[src/rtl/reset_seq_pkg.sv]
// rtl/reset_seq_pkg.sv - shared state type, widths and counter-width helper for the reset sequencer
package reset_seq_pkg;

    typedef enum logic [1:0] {
        IDLE    = 2'd0,
        HOLD    = 2'd1,
        RELEASE = 2'd2
    } seq_state_e;

    localparam int EVENT_W = 8;
    localparam logic [EVENT_W-1:0] EVENT_MAX = '1;

    function automatic int cnt_width(input int max_val);
        return (max_val < 1) ? 1 : ($clog2(max_val) + 1);
    endfunction

endpackage

[src/rtl/reset_sequencer_if.sv]
// rtl/reset_sequencer_if.sv - command/status bundle between a reset requester and the reset sequencer
interface reset_sequencer_if #(
    parameter int CHANNELS = 4
) ();
    import reset_seq_pkg::*;

    logic                cmd_reset_strobe;
    logic [CHANNELS-1:0] chan_mask;
    logic [CHANNELS-1:0] reset_out;
    logic                ready;
    logic [EVENT_W-1:0]  event_count;

    modport master (
        output cmd_reset_strobe,
        output chan_mask,
        input  reset_out,
        input  ready,
        input  event_count
    );

    modport slave (
        input  cmd_reset_strobe,
        input  chan_mask,
        output reset_out,
        output ready,
        output event_count
    );

endinterface

[src/rtl/reset_sequencer_strobe_filter.sv]
// rtl/reset_sequencer_strobe_filter.sv - consecutive-sample glitch filter with re-arm on a low sample
module strobe_filter
    import reset_seq_pkg::*;
#(
    parameter int FILTER_CYCLES = 3
) (
    input  logic clk,
    input  logic reset,
    input  logic enable_i,
    input  logic strobe_i,
    output logic qualified_o
);

    localparam int CNT_W = cnt_width(FILTER_CYCLES);

    logic [CNT_W-1:0] cnt_q, cnt_d;
    logic             armed_q, armed_d;

    // Qualification is flagged on the very edge that takes the final high sample.
    always_comb begin
        cnt_d       = '0;
        armed_d     = armed_q;
        qualified_o = 1'b0;
        if (!strobe_i) begin
            armed_d = 1'b1;
        end else if (enable_i && armed_q) begin
            if (cnt_q == CNT_W'(FILTER_CYCLES - 1)) begin
                qualified_o = 1'b1;
                armed_d     = 1'b0;
            end else begin
                cnt_d = cnt_q + 1'b1;
            end
        end
    end

    always_ff @(posedge clk) begin
        if (reset) begin
            cnt_q   <= '0;
            armed_q <= 1'b0;
        end else begin
            cnt_q   <= cnt_d;
            armed_q <= armed_d;
        end
    end

endmodule

[src/rtl/reset_sequencer.sv]
// rtl/reset_sequencer.sv - staggered multi-channel reset release with filtered, masked software reset commands
module reset_sequencer
    import reset_seq_pkg::*;
#(
    parameter int CHANNELS       = 4,
    parameter int HOLD_CYCLES    = 8,
    parameter int STAGGER_CYCLES = 4,
    parameter int FILTER_CYCLES  = 3
) (
    input  logic               clk,
    input  logic               reset,
    reset_sequencer_if.slave   bus
);

    localparam int HOLD_W = cnt_width(HOLD_CYCLES);
    localparam int STAG_W = cnt_width(STAGGER_CYCLES);
    localparam int SLOT_W = cnt_width(CHANNELS - 1);

    seq_state_e          state_q, state_d;
    logic [HOLD_W-1:0]   hold_q, hold_d;
    logic [STAG_W-1:0]   stag_q, stag_d;
    logic [SLOT_W-1:0]   slot_q, slot_d;
    logic [CHANNELS-1:0] active_q, active_d;
    logic [CHANNELS-1:0] rst_out_q, rst_out_d;
    logic                ready_q, ready_d;
    logic [EVENT_W-1:0]  event_q, event_d;
    logic [CHANNELS-1:0] slot_onehot;
    logic                qualified;

    strobe_filter #(
        .FILTER_CYCLES (FILTER_CYCLES)
    ) u_filter (
        .clk         (clk),
        .reset       (reset),
        .enable_i    (state_q == IDLE),
        .strobe_i    (bus.cmd_reset_strobe),
        .qualified_o (qualified)
    );

    always_comb begin
        state_d     = state_q;
        hold_d      = hold_q;
        stag_d      = stag_q;
        slot_d      = slot_q;
        active_d    = active_q;
        rst_out_d   = rst_out_q;
        event_d     = event_q;
        slot_onehot = '0;

        case (state_q)
            IDLE: begin
                if (qualified) begin
                    if (event_q != EVENT_MAX) begin
                        event_d = event_q + 1'b1;
                    end
                    if (bus.chan_mask != '0) begin
                        rst_out_d = rst_out_q | bus.chan_mask;
                        active_d  = bus.chan_mask;
                        hold_d    = '0;
                        state_d   = HOLD;
                    end
                end
            end
            // Leaving HOLD is itself slot 0, so channel 0 drops on the same edge.
            HOLD: begin
                if (hold_q == HOLD_W'(HOLD_CYCLES - 1)) begin
                    state_d      = RELEASE;
                    slot_d       = '0;
                    stag_d       = '0;
                    rst_out_d[0] = rst_out_q[0] & ~active_q[0];
                end else begin
                    hold_d = hold_q + 1'b1;
                end
            end
            // The last slot ends one edge after its release rather than a full stagger later.
            RELEASE: begin
                if (slot_q == SLOT_W'(CHANNELS - 1)) begin
                    state_d = IDLE;
                end else if (stag_q == STAG_W'(STAGGER_CYCLES - 1)) begin
                    slot_d      = slot_q + 1'b1;
                    stag_d      = '0;
                    slot_onehot = CHANNELS'(1) << slot_d;
                    rst_out_d   = rst_out_q & ~(active_q & slot_onehot);
                end else begin
                    stag_d = stag_q + 1'b1;
                end
            end
            default: begin
                state_d = HOLD;
                hold_d  = '0;
            end
        endcase

        ready_d = (state_d == IDLE);
    end

    always_ff @(posedge clk) begin
        if (reset) begin
            state_q   <= HOLD;
            hold_q    <= '0;
            stag_q    <= '0;
            slot_q    <= '0;
            active_q  <= '1;
            rst_out_q <= '1;
            ready_q   <= 1'b0;
            event_q   <= '0;
        end else begin
            state_q   <= state_d;
            hold_q    <= hold_d;
            stag_q    <= stag_d;
            slot_q    <= slot_d;
            active_q  <= active_d;
            rst_out_q <= rst_out_d;
            ready_q   <= ready_d;
            event_q   <= event_d;
        end
    end

    assign bus.reset_out   = rst_out_q;
    assign bus.ready       = ready_q;
    assign bus.event_count = event_q;

endmodule

[src/flat_wrapper.sv]
// flat-port wrapper written by rule: the top's interface ports become plain ports
module reset_sequencer_flat import reset_seq_pkg::*;
#(
    parameter int CHANNELS       = 4,
    parameter int HOLD_CYCLES    = 8,
    parameter int STAGGER_CYCLES = 4,
    parameter int FILTER_CYCLES  = 3
)
  (clk, reset, bus_cmd_reset_strobe, bus_chan_mask, bus_reset_out, bus_ready, bus_event_count);
  reset_sequencer_if #(.CHANNELS(CHANNELS)) bus_i ();
  input  logic clk;
  input  logic reset;
  input wire logic [$bits(bus_i.cmd_reset_strobe)-1:0] bus_cmd_reset_strobe;
  input wire logic [$bits(bus_i.chan_mask)-1:0] bus_chan_mask;
  output wire logic [$bits(bus_i.reset_out)-1:0] bus_reset_out;
  output wire logic [$bits(bus_i.ready)-1:0] bus_ready;
  output wire logic [$bits(bus_i.event_count)-1:0] bus_event_count;
  assign bus_i.cmd_reset_strobe = bus_cmd_reset_strobe;
  assign bus_i.chan_mask = bus_chan_mask;
  assign bus_reset_out = bus_i.reset_out;
  assign bus_ready = bus_i.ready;
  assign bus_event_count = bus_i.event_count;
  reset_sequencer #(.CHANNELS(CHANNELS), .HOLD_CYCLES(HOLD_CYCLES), .STAGGER_CYCLES(STAGGER_CYCLES), .FILTER_CYCLES(FILTER_CYCLES)) u_core (.clk(clk), .reset(reset), .bus(bus_i));
endmodule
[config.mk]
export PLATFORM = sky130hd
export DESIGN_NAME = reset_sequencer_flat
export DESIGN_NICKNAME = d
export VERILOG_FILES = /design/src/rtl/reset_seq_pkg.sv /design/src/rtl/reset_sequencer_if.sv /design/src/rtl/reset_sequencer_strobe_filter.sv /design/src/rtl/reset_sequencer.sv /design/src/flat_wrapper.sv
export SDC_FILE = /design/constraint.sdc
export NUM_CORES = 1
export LEC_CHECK = 0
export ABC_CLOCK_PERIOD_IN_PS = 1800
export CAP_MARGIN = 10
export CORE_UTILIZATION = 45
export CTS_CLUSTER_DIAMETER = 50
export DETAILED_ROUTE_END_ITERATION = 16
export DONT_BUFFER_PORTS = 1
export SKIP_CTS_REPAIR_TIMING = 1
export SYNTH_ARGS = -nofsm -noshare
export SYNTH_HDL_FRONTEND = slang
export SYNTH_SLANG_ARGS = --single-unit
[constraint.sdc]
create_clock -name clk -period 1.8 [get_ports clk]
set_input_delay 0.36 -clock clk [delete_from_list [all_inputs] [get_ports clk]]
set_output_delay 0.36 -clock clk [all_outputs]
set_load 0.01 [all_outputs]
==> Yosys cells after proc, flatten, opt, wreduce, memory -nomap -nowiden <==
Index checks and enable logic that the tools add are counted.
{ "totals": {"reg_bits": 33, "inputBits": 7, "output_inout_bits": 13} }
{ "classes": {"n_addsub": 5, "n_eq_ne": 15, "shifts": 1, "n_mux": 29, "bitwise_logic": 9, "n_reduce_logical": 16} }
{ "ops": {"columns": ["operator", "count"], "rows": [
  ["2-to-1 mux 4 bit", 7],
  ["case mux 3 bit (2 select lines)", 3],
  ["2-to-1 mux 3 bit", 5],
  ["inequality test 2 x 1 -> 1 bit (second input constant)", 6],
  ["case mux 4 bit (3 select lines)", 1],
  ["adder 3 x 1 -> 3 bit (second input constant)", 3],
  ["== test 3 x 2 -> 1 bit (second input constant)", 3],
  ["AND reduction 3 bit", 3],
  ["adder 8 x 1 -> 8 bit (second input constant)", 1],
  ["AND 4 bit", 2],
  ["2-to-1 mux 2 bit", 4],
  ["inequality test 8 bit (second input constant)", 1],
  ["AND reduction 4 bit", 2],
  ["2-to-1 mux 1 bit", 7],
  ["case mux 2 bit (3 select lines)", 1],
  ["AND reduction 6 bit", 1],
  ["AND reduction 5 bit", 1],
  ["adder 4 x 1 -> 4 bit (second input constant)", 1],
  ["== test 4 x 3 -> 1 bit (second input constant)", 1],
  ["zero test 2 bit", 2],
  ["inequality test 2 bit (second input constant)", 2],
  ["inverter 1 bit", 4],
  ["inverter 4 bit", 1],
  ["bitwise OR 4 bit", 1],
  ["other kinds (11)", 12]
]} }

==> Depth between registers and ports, before layout <==
{ "depth": {"word_depth": 8, "mapped_depth": 7} }

==> Hierarchy <==
A second synthesis with hierarchy kept.
{ "hier_totals": {"hier_cells": 181, "area_unflattened_um2": 1774.2} }
{ "modules_own_cells": {"columns": ["mod", "instances", "cells_each", "area_each_um2", "seq_area_each_um2"], "rows": [
  ["reset_sequencer", 1, 164, 1585.3, 580.6],
  ["strobe_filter", 1, 17, 188.9, 80.1]
]} }

==> Worst setup path before layout <==
OpenSTA, ideal clock, no wires.
{ "synth_timing": {"kind": "register to register", "startpoint": "reg u_core.slot_q[0]", "endpoint": "reg u_core.rst_out_q[0], in the netlist u_core.bus.reset_out[0]", "setup_ns": 0.120, "arrival_ns": 1.661, "path_slack_ns": 0.019, "path_stages_with_launch": 7, "n_path_buf": 0, "synth_period_minus_slack_ns": 1.781, "path_cell_list": "dfxtp_1 ha_1 ha_1 or3b_2 a221oi_1 o2111ai_1 o31a_1"} }
{ "synth_via": {"elab_chain_cells": 8} }
{ "synth_lines": {"columns": ["item", "line", "source"], "rows": [
  ["from (decl)", "reset_sequencer.sv:22", "logic [SLOT_W-1:0] slot_q, slot_d;"],
  ["from (signal assigned)", "reset_sequencer.sv:111", "slot_q <= slot_d;"],
  ["adder 3 x 1 -> 3 bit", "reset_sequencer.sv:80", "slot_d = slot_q + 1'b1;"],
  ["<< shifter 1 x 3 -> 4 bit", "reset_sequencer.sv:82", "slot_onehot = CHANNELS'(1) << slot_d;"],
  ["AND 4 bit", "reset_sequencer.sv:83", "rst_out_d = rst_out_q & ~(active_q & slot_onehot);"],
  ["inverter 4 bit", "reset_sequencer.sv:83", null],
  ["AND 4 bit", "reset_sequencer.sv:83", null],
  ["2-to-1 mux 4 bit", "reset_sequencer.sv:79", "end else if (stag_q == STAG_W'(STAGGER_CYCLES - 1)) begin"],
  ["2-to-1 mux 4 bit", "reset_sequencer.sv:77", "if (slot_q == SLOT_W'(CHANNELS - 1)) begin"],
  ["case mux 1 bit (3 select lines)", "reset_sequencer.sv:50", "case (state_q)"],
  ["to (signal assigned)", "reset_sequencer.sv:113", "rst_out_q <= rst_out_d;"],
  ["to (decl)", "reset_sequencer.sv:24", "logic [CHANNELS-1:0] rst_out_q, rst_out_d;"]
]} }
Several ways; a longest one is shown, not always the timed one. The select of a mux whose other input is x is not followed.
A chain may end at the register's enable or synchronous reset.

==> Worst setup path after layout <==
{ "layout_timing": {"startpoint": "reg u_core.state_q[0]", "endpoint": "reg u_core.slot_q[2]"} }
{ "layout_via": {"elab_chain_cells": 3} }
{ "layout_lines": {"columns": ["item", "line", "source"], "rows": [
  ["from (decl)", "reset_sequencer.sv:19", "seq_state_e state_q, state_d;"],
  ["from (signal assigned)", "reset_sequencer.sv:108", "state_q <= state_d;"],
  ["== test 2 bit / == test 2 x 1 -> 1 bit (equally long branches)", "reset_sequencer.sv:50", null],
  ["inequality test 2 bit (no line) (tied with other cells)", null, null],
  ["AND reduction 4 bit (no line)", null, null]
]} }
Several ways; a longest one is shown, not always the timed one.

==> results.tsv <==
stage	metric	value	unit
run_status	status	finished, final reports clean	
route	firstDrtPassIters	4	
critical_path	cp.required	2.02	ns
route	wire_per_inst	15.1	µm
clocking	htreeDepth	2	
place	gp_congestion	0.866	
synth	yosys_register_bits	33	
cells_and_area	fin_area	2090	µm²
timing	layout_worst_path_cycle_share	98.5	%
global_routing	grt_max_degree	33	
power_and_ir_drop	ir_drop	0.511	mV
synth	ys_types	43	
die	num_io_pins	20	
clocking	cts_made_buffers	5	
synth	yosysWarnings	0	
flow_run	drv_cap	0	
route	ant_nets	0	
critical_path	crit_arrival	1.99	ns
place	io_buffer_count	0	
synth	synth-compound-area-share	19.9	%
synth	synth_top_flop_cell	dfxtp_1	
cells_and_area	multi_input_area	1090	µm²
timing	max_freq	564	MHz
synth	synth_top_family_by_area	simple AND/OR/NAND/NOR gates	
timing	post-route-min-period	1.77	ns
synth	syn_area_per_cell	9.28	µm²
clocking	cts_sinks	33	
route	wl	3890	µm
route	drc	0	
synth	synth_fp_nets	208	
cells_and_area	diodes	0	
cells_and_area	final-seq-area	664	µm²
synth	synth_edf_count	0	
global_routing	antenna_found_initial	0	
timing	finalSetupViolations	0	
die	rows	22	
timing	hold_violations	0	
power_and_ir_drop	finalPower	1.96	mW
power_and_ir_drop	power_density	939	nW/µm²
timing	rsz0062_at_grt	true	
global_routing	grtUsageTotal	19.9	%
route	via_per_inst	5.81	
timing	fin_ws	0.0269	ns
power_and_ir_drop	p_leak	0.836	nW
route	drt_iter0_markers	77	
synth	synth-xor-area-share	1.01	%
hold_path	min_path_type	input pin to flip-flop	
synth	yosys-mux-area-fraction	2.39	%
cells_and_area	drive_gt1_share	24.4	%
synth	async_flop_share	0	%
timing	hold_ws	0.136	ns
synth	yosysSeqAreaShare	38.3	%
clocking	clock_latency	0.28	ns
critical_path	criticalPathCategory	flip-flop to flip-flop	
die	die_h	63.9	µm
clocking	clock_path_buffers	2	
synth	syn_inst	186	
route	vias	1494	
global_routing	grt_overflow_total	0	
place	placed_cell_area	1920	µm²
cells_and_area	fin_util	57.0	%
timing	finClkSkew	0.00616	ns
place	place_ws	-0.0335	ns
timing	worst_slew_margin_rel	72.8	%
cells_and_area	area_delta_synth_final	20.9	%
place	hpwlAfterDp	2730	µm
critical_path	cp-start-kind	flip-flop	
timing	tightest_slew	0.406	ns
global_routing	grt_pass1_wl	6380	µm
die	core	3660	µm²
timing	slew_violations	0	
critical_path	cp-end-kind	flip-flop	
cells_and_area	n_fill_cell	318	
synth	synth_simple_gate_area_share	24.8	%
cells_and_area	nets	231	
synth	syn_area	1730	µm²
critical_path	critPathMaxFanout	5	
die	dieArea	4090	µm²
die	start_util	47.2	%
clocking	cts_tree	yes	
synth	synth_fa_ha_area_share	10.9	%
global_routing	grt_pass1_vias	1436	
die	die_w	63.9	µm
clocking	cts_root_buffer	clkbuf_8	
clocking	clkSlewWorstSetupHoldPaths	0.07	ns
[metrics by stage]
step	std cells	setup TNS, ns
floorplan	186	0
global placement	249	0
detailed placement	249	-0.0429
CTS	256	-0.0918
global route	257	-0.0196
finish	257	0
[where the power goes]
group / total, mW / switching [mW] / internal [mW]
Sequential: 0.838 / 0.0515 / 0.786
Clock: 0.568 / 0.264 / 0.304
Combinational: 0.554 / 0.291 / 0.263
Total: 1.96 / 0.607 / 1.35
[cells by family after synthesis]
| group | after synthesis |
|---|---|
| simple gates | 71 |
| mux | 4 |
| xor+xnor | 2 |
| fa+ha+maj | 15 |
| compound gates | 48 |
| flops | 33 |
| buf+inv | 13 |
[cells in the mapped netlist (2+ instances only)]
library cell | n | area share, %
a211o_1 | 2 | 1.0
a21boi_0 | 2 | 0.87
a21o_1 | 2 | 0.87
a21oi_1 | 15 | 4.3
a221o_1 | 7 | 4.1
a221oi_1 | 2 | 1.0
and2_1 | 3 | 1.1
and3_1 | 4 | 1.4
clkbuf_1 | 5 | 1.1
dfxtp_1 | 33 | 38
ha_1 | 15 | 11
inv_1 | 8 | 1.7
mux2i_1 | 3 | 1.7
nand2_1 | 7 | 1.5
nand2b_1 | 2 | 0.72
nand3_1 | 4 | 1.2
nand4_1 | 9 | 3.3
nor2_1 | 14 | 3.0
nor2b_1 | 6 | 2.2
nor3_1 | 4 | 1.2
o21ai_0 | 8 | 2.3
o31a_1 | 2 | 1.0
o31ai_1 | 3 | 1.3
or3_1 | 3 | 1.1
or4_1 | 4 | 1.7
xnor2_1 | 2 | 1.0
[flip-flops by register name, indices dropped and copies added (netlist names)]
signal and flops:
u_core.slot_q 3, u_core.bus.ready 1, u_core.state_q 2, u_core.u_filter.armed_q 1
u_core.bus.reset_out 4, u_core.u_filter.cnt_q 3, u_core.active_q 4, u_core.hold_q 4
u_core.stag_q 3, u_core.bus.event_count 8
[layer usage]
metal  share of wire, %  vias to the layer above  wire length (µm)  GRT usage (%)
li1                   -                      745                 -              -
met4                2.1                        0                83           9.38
met2                 45                       41              1730           30.6
met1                 49                      698              1890           26.1
met5                  0                        -                 0              0
met3                4.6                       10               178           4.82
[path summary, 6_finish.rpt]
check / slack [ns] / endpoint / depth (start not counted) / from
worst min register to register: 0.45 / u_core.u_filter.cnt_q[0] / 1 / u_core.u_filter.cnt_q[0]
worst max register to register: 0.03 / u_core.slot_q[2] / 6 / u_core.state_q[0]
worst max-delay path: 0.03 / u_core.slot_q[2] / 6 / u_core.state_q[0]
worst min-delay path: 0.14 / u_core.slot_q[2] / 1 / reset
[worst max-delay path: stages, from the launching register on]
cell and delay (ns):
dfxtp_2 0.35, inv_1 0.08, ha_2 0.22, and2_4 0.17
a211o_1 0.29, or4_4 0.49, a21oi_2 0.12
[placed cells by master, fill, tap and decap left out, types with 3 or more instances in the layout]
cell	n
nand4_1	9
mux2i_1	3
nand2_1	7
ha_2	5
nor3_1	4
nand3_1	3
inv_1	7
nor2b_1	6
buf_4	21
or3_1	3
o21ai_0	8
or4_1	3
ha_1	9
dfxtp_1	30
and3_1	4
clkbuf_8	6
a221o_1	7
dfxtp_2	3
nor2_1	14
a21oi_1	14
o31ai_1	3
[final cells by class]
class	instances	area share, %
well taps	48	2.88
inverters	8	1.44
clock buffers	7	4.14
repair buffers	21	7.55
flip-flops and latches	33	31.8
multi-input cells	140	52.2
Note: power is estimated with default switching activity, not from simulation.
